`src/rtl/fetch_inject_unit_pkg.sv`:
```
// Shared opcode constants, fetch-inject state encoding and injected-word helper.
// Used by the fetch inject unit and the control unit.
package fetch_inject_unit_pkg;

    localparam int OPCODE_W = 5;
    localparam int INSTR_W  = 16;

    localparam logic [OPCODE_W-1:0] OP_PUSH_PC_LOW  = 5'b10101;
    localparam logic [OPCODE_W-1:0] OP_PUSH_PC_HIGH = 5'b10110;
    localparam logic [OPCODE_W-1:0] OP_POP_PC_LOW   = 5'b10111;
    localparam logic [OPCODE_W-1:0] OP_PUSH_FLAGS   = 5'b11111;
    localparam logic [OPCODE_W-1:0] OP_POP_FLAGS    = 5'b01111;
    localparam logic [OPCODE_W-1:0] OP_NOP          = 5'b00000;
    localparam logic [OPCODE_W-1:0] OP_RET          = 5'b11101;
    localparam logic [OPCODE_W-1:0] OP_RTI          = 5'b11110;
    localparam logic [OPCODE_W-1:0] OP_LDM          = 5'b10010;

    typedef enum logic [2:0] {
        IDLE      = 3'd0,
        INT_LOW   = 3'd1,
        INT_HIGH  = 3'd2,
        INT_FLAGS = 3'd3,
        RET_LOW   = 3'd4,
        RTI_LOW   = 3'd5,
        RTI_FLAGS = 3'd6,
        IMM       = 3'd7
    } fetch_state_e;

    // An injected instruction is the opcode in [15:11] with all operand bits zero.
    function automatic logic [INSTR_W-1:0] inject_word(input logic [OPCODE_W-1:0] op);
        return {op, {(INSTR_W-OPCODE_W){1'b0}}};
    endfunction

endpackage

```
`src/rtl/fetch_inject_unit.sv`:
```
// Fetch-stage injector: replaces the fetched word with PUSH/POP micro-sequences
// for interrupt entry, RET and RTI, and turns the LDM immediate into a NOP.
// Outputs are registered; the first injected word appears one cycle after the
// triggering edge.
// Optional build macro: FETCH_INT_LATCH_EN -- remember an INT rising edge that
// arrives outside IDLE (or loses to a decode request) and service it on the
// next IDLE cycle. Without it such edges are dropped.
//
// state     | meaning
// IDLE      | pass instr_mem through, PC advances
// INT_LOW   | inject PUSH_PC_LOW  (A800)
// INT_HIGH  | inject PUSH_PC_HIGH (B000)
// INT_FLAGS | inject PUSH_FLAGS   (F800)
// RET_LOW   | inject POP_PC_LOW   (B800)
// RTI_LOW   | inject POP_PC_LOW   (B800)
// RTI_FLAGS | inject POP_FLAGS    (7800)
// IMM       | LDM immediate word replaced by NOP, PC advances past it
module fetch_inject_unit
    import fetch_inject_unit_pkg::*;
(
    input  logic               clk,
    input  logic               rst,
    input  logic               INT_signal,
    input  logic [INSTR_W-1:0] instr_mem,
    input  logic               stall,
    input  logic               dec_ret,
    input  logic               dec_rti,
    input  logic               dec_ldm,
    output logic [INSTR_W-1:0] instr_out,
    output logic               pc_en,
    output logic               int_busy
);

    fetch_state_e       state_q, state_d;
    logic               int_q;
    logic               int_rise;
    logic               int_req;
    logic [INSTR_W-1:0] instr_d;
    logic               pc_en_d;
    logic               busy_d;
`ifdef FETCH_INT_LATCH_EN
    logic               pending_q, pending_d;
`endif

    // Next state, next registered outputs and pending-interrupt bookkeeping.
    always_comb begin
        int_rise = INT_signal & ~int_q;
`ifdef FETCH_INT_LATCH_EN
        int_req  = int_rise | pending_q;
`else
        int_req  = int_rise;
`endif
        state_d = state_q;
        unique case (state_q)
            IDLE: begin
                if (dec_rti)      state_d = RTI_LOW;
                else if (dec_ret) state_d = RET_LOW;
                else if (dec_ldm) state_d = IMM;
                else if (int_req) state_d = INT_LOW;
            end
            INT_LOW:   state_d = INT_HIGH;
            INT_HIGH:  state_d = INT_FLAGS;
            INT_FLAGS: state_d = IDLE;
            RET_LOW:   state_d = IDLE;
            RTI_LOW:   state_d = RTI_FLAGS;
            RTI_FLAGS: state_d = IDLE;
            IMM:       state_d = IDLE;
            default:   state_d = IDLE;
        endcase

        instr_d = instr_mem;
        pc_en_d = 1'b1;
        busy_d  = 1'b0;
        unique case (state_d)
            INT_LOW:   begin instr_d = inject_word(OP_PUSH_PC_LOW);  pc_en_d = 1'b0; busy_d = 1'b1; end
            INT_HIGH:  begin instr_d = inject_word(OP_PUSH_PC_HIGH); pc_en_d = 1'b0; busy_d = 1'b1; end
            INT_FLAGS: begin instr_d = inject_word(OP_PUSH_FLAGS);   pc_en_d = 1'b0; busy_d = 1'b1; end
            RET_LOW,
            RTI_LOW:   begin instr_d = inject_word(OP_POP_PC_LOW);   pc_en_d = 1'b0; busy_d = 1'b1; end
            RTI_FLAGS: begin instr_d = inject_word(OP_POP_FLAGS);    pc_en_d = 1'b0; busy_d = 1'b1; end
            IMM:       begin instr_d = inject_word(OP_NOP);          pc_en_d = 1'b1; busy_d = 1'b0; end
            default:   ;
        endcase

`ifdef FETCH_INT_LATCH_EN
        // An edge not consumed this cycle (busy, or beaten by RET/RTI/LDM) is kept.
        pending_d = pending_q;
        if (state_d == INT_LOW) pending_d = 1'b0;
        else if (int_rise)      pending_d = 1'b1;
`endif
    end

    // State, INT edge register and output registers; stall freezes everything.
    always_ff @(posedge clk) begin
        if (rst) begin
            state_q   <= IDLE;
            int_q     <= 1'b0;
            instr_out <= '0;
            pc_en     <= 1'b0;
            int_busy  <= 1'b0;
`ifdef FETCH_INT_LATCH_EN
            pending_q <= 1'b0;
`endif
        end else if (!stall) begin
            state_q   <= state_d;
            int_q     <= INT_signal;
            instr_out <= instr_d;
            pc_en     <= pc_en_d;
            int_busy  <= busy_d;
`ifdef FETCH_INT_LATCH_EN
            pending_q <= pending_d;
`endif
        end
    end

endmodule

```
`config.mk`:
```
export PLATFORM = sky130hd
export DESIGN_NAME = fetch_inject_unit
export DESIGN_NICKNAME = d
export VERILOG_FILES = /design/src/rtl/fetch_inject_unit_pkg.sv /design/src/rtl/fetch_inject_unit.sv
export SDC_FILE = /design/constraint.sdc
export NUM_CORES = 1
export LEC_CHECK = 0
export CAP_MARGIN = 30
export CORE_UTILIZATION = 44
export CTS_CLUSTER_SIZE = 16
export DETAILED_ROUTE_END_ITERATION = 10
export PLACE_DENSITY = 0.83
export SLEW_MARGIN = 10
export SYNTH_ARGS = -nofsm -noshare
export SYNTH_HDL_FRONTEND = slang
export SYNTH_SLANG_ARGS = --single-unit
```
`constraint.sdc`:
```
create_clock -name clk -period 4.8 [get_ports clk]
set_input_delay 0.96 -clock clk [delete_from_list [all_inputs] [get_ports clk]]
set_output_delay 0.96 -clock clk [all_outputs]
set_load 0.05 [all_outputs]
```
==> reports/summary.txt <==
DRT Pass-1 Iters - 4
Final number of hold-violating endpoints - 0
All-Layer GR Usage - 19.4%
Die Width - 48.2 microns
Clk sinks - 22
Top-Level Pins - 41
Area Growth Syn to Fin - 48.9%
Crit share post-route - 54.8%
EDFF count, synth - 0
Grt met1 use - 27.4%
Largest net degree at the start of global routing - 29
Max VDD drop - 280 uV
WP data required - 5.05 ns
Number of distinct library cells after synthesis - 28
Status - completed
Max-cap viol count - 0
DR WL/cell - 12.6 microns
Post-Layout Inst Area - 1400 sq um
Routed vias - 902
PD cells - 338 nW/um^2
First-pass GRT wire length - 3.08 mm
Dominant synthesized flop cell - dfxtp_1
Share of cells above drive strength 1 - 6.99%
Worst-path maximum fanout - 7
Synthesized cell area - 938 sq um
Reg clk slew, reported paths - 0.12 ns
Clock Latency Late Sink - 0.31 ns
Gr busiest metal - met2
Number of diodes - 0
CTS tree - built
DRC errors left - 0
Detailed Route WL - 2.14 mm
Gp weighted congestion - 0.787
R2R setup slack - 2.81 ns
Die Footprint - 2320 sq um
Root Buffer Master - clkbuf_4
Worst path bufs/invs - 2
Syn Inst Count - 105
Synth warn - 0
Largest cells by area after synthesis - dfxtp_1 (47%), a22oi_1 (9.6%), nor2_1 (8.8%)
NumNets Final - 167
Post-CTS repair timing setup buffer count - 0
Post-layout min period - 2.63 ns
Number of cells after detailed placement - 166
Leakage - 0.512 nW
Cts bufs inserted - 3
FF-to-FF Start - state_q[0]
Worst r2r dst - instr_out[10]
H-tree levels - 1
Met2 Use GR - 28.0%
Async S/R FF share, synth - 0%
CP arrival - 2.88 ns
Synthesized net count - 128
Count of input and output buffers - 40
CTS Buffer Depth - 2
R2r worst-path depth - 6
Core ar. - 1980 sq um
Final Non-Filler Cells - 170
Crit. End Element - flop
Final HPWL DP - 1.57 mm
Pins Over Slew Limit - 0
CP max-delay cell - nor3_1
GR Util met3 - 3.33%
Seq/Total Area, Yosys - 46.9%
Synth top area share - 46.9%
Slew headroom - 47.6%
End of the worst hold path - instr_out[15]
Hold Path Class - flop to flop
DRT iter0 DRCs - 7
# rows - 16
Worst Skew - 0.00176 ns
Worst setup SP type - input port
Vias/cell - 5.31
CP max stage delay - 0.49 ns
Avg Synthesized Cell Area - 8.94 sq um
Die Span Y - 48.2 microns
Antenna viol nets, final - 0
RSZ-0062 raised after global routing - no
Crit path kind - input port to flop
Post-CTS Hold Fix Bufs - 0
Initial antenna violation count - 0
Placed Area - 1350 sq um
Crit-path cells - clkdlybuf4s50_1, nor4_2, a221oi_4, nor3_1, buf_2, a22oi_1, nor2_1
Post-CTS Resized - 0
Yosys top cell by area - dfxtp_1
Initial cell density of the core - 47.3%
Vias in the first global route - 695
Actual slew at the worst max-slew pin - 0.784 ns
Post-synth top cells - dfxtp_1 (22), nor2_1 (22), a22oi_1 (12), a21oi_1 (7), clkbuf_1 (5)
Gr ovfl total - 0
Delay-heaviest family, CP - simple AND/OR/NAND/NOR gates
Max Clk Rate - 380 MHz
Hold path cells - 2
Endpoints failing setup - 0
Seq cells post-synth - 22
Final TNS setup - 0 ns
Min-delay src - instr_out[15]
==> area by class of cell <==
cell class              instances  area (sq um)
repair buffers                 42           413
well taps                      27          33.8
multi-input cells              73           450
inverters                       2          7.51
flip-flops and latches         22           440
clock buffers                   3          22.5
clock inverters                 1          30.0
fillers                       149           584
==> cells by family after synthesis <==
kind of cell	Yosys count	synth area share [%]
xor+xnor	2	1.87
flops	22	46.9
compound gates	28	22.7
mux	3	3.33
simple gates	40	20.1
buf+inv	10	5.07
==> per-layer routing <==
layer	vias up	wire, microns	part of all wire (%)
li1	457	-	-
met4	0	38	1.8
met3	5	74	3.5
met2	23	1040	49
met5	-	0	0
met1	417	979	46
==> worst max path at each step <==
stage,from,endpoint,cells after the start
after floorplan,dec_ldm,instr_out[15],5
after global placement,dec_ldm,instr_out[6],6
after detailed placement,dec_ldm,instr_out[6],7
after CTS,dec_ldm,instr_out[10],7
after global routing,dec_ldm,instr_out[1],7
final,dec_ldm,instr_out[10],7
==> stage by stage <==
step | power (mW) | setup slack [ns] | hold slack (ns) | util [%]
final | 0.473 | 2.17 | 0.475 | 70.5
after global placement | 0.332 | 1.67 | 0.456 | 67.6
after global routing | 0.498 | 1.99 | 0.499 | 70.5
after detailed placement | 0.335 | 1.84 | 0.459 | 67.9
after floorplan | 0.291 | 2.79 | 0.454 | -
after CTS | 0.479 | 2.18 | 0.481 | 70.5
==> placed cells by master (no fill, tap or decap), types with 2 or more instances in the layout <==
cell / instances
clkdlybuf4s50_1: 40
nor2_1: 22
dfxtp_1: 22
a22oi_1: 12
a21oi_1: 7
nor3_1: 4
nand2_1: 4
clkbuf_4: 3
nand2b_1: 2
mux2i_1: 2
nor4_1: 2
inv_1: 2
a221oi_1: 2
nor2b_1: 2
o21ai_0: 2
==> registers in the layout, indices dropped and copies added, names as in the netlist <==
signal,cells
int_busy,1
int_q,1
state_q,3
instr_out,16
pc_en,1
==> power breakdown <==
part           internal (mW)  switching [mW]
clock network         0.0845          0.0572
logic                 0.0563          0.0709
registers              0.194         0.00974
total                  0.335           0.138
==> worst min-delay path, cell delays in order, from the launching register on <==
cell and delay, ns:
dfxtp_1 0.33, nand2_1 0.06, a21oi_1 0.05
Power figures use the tool's default switching activity.
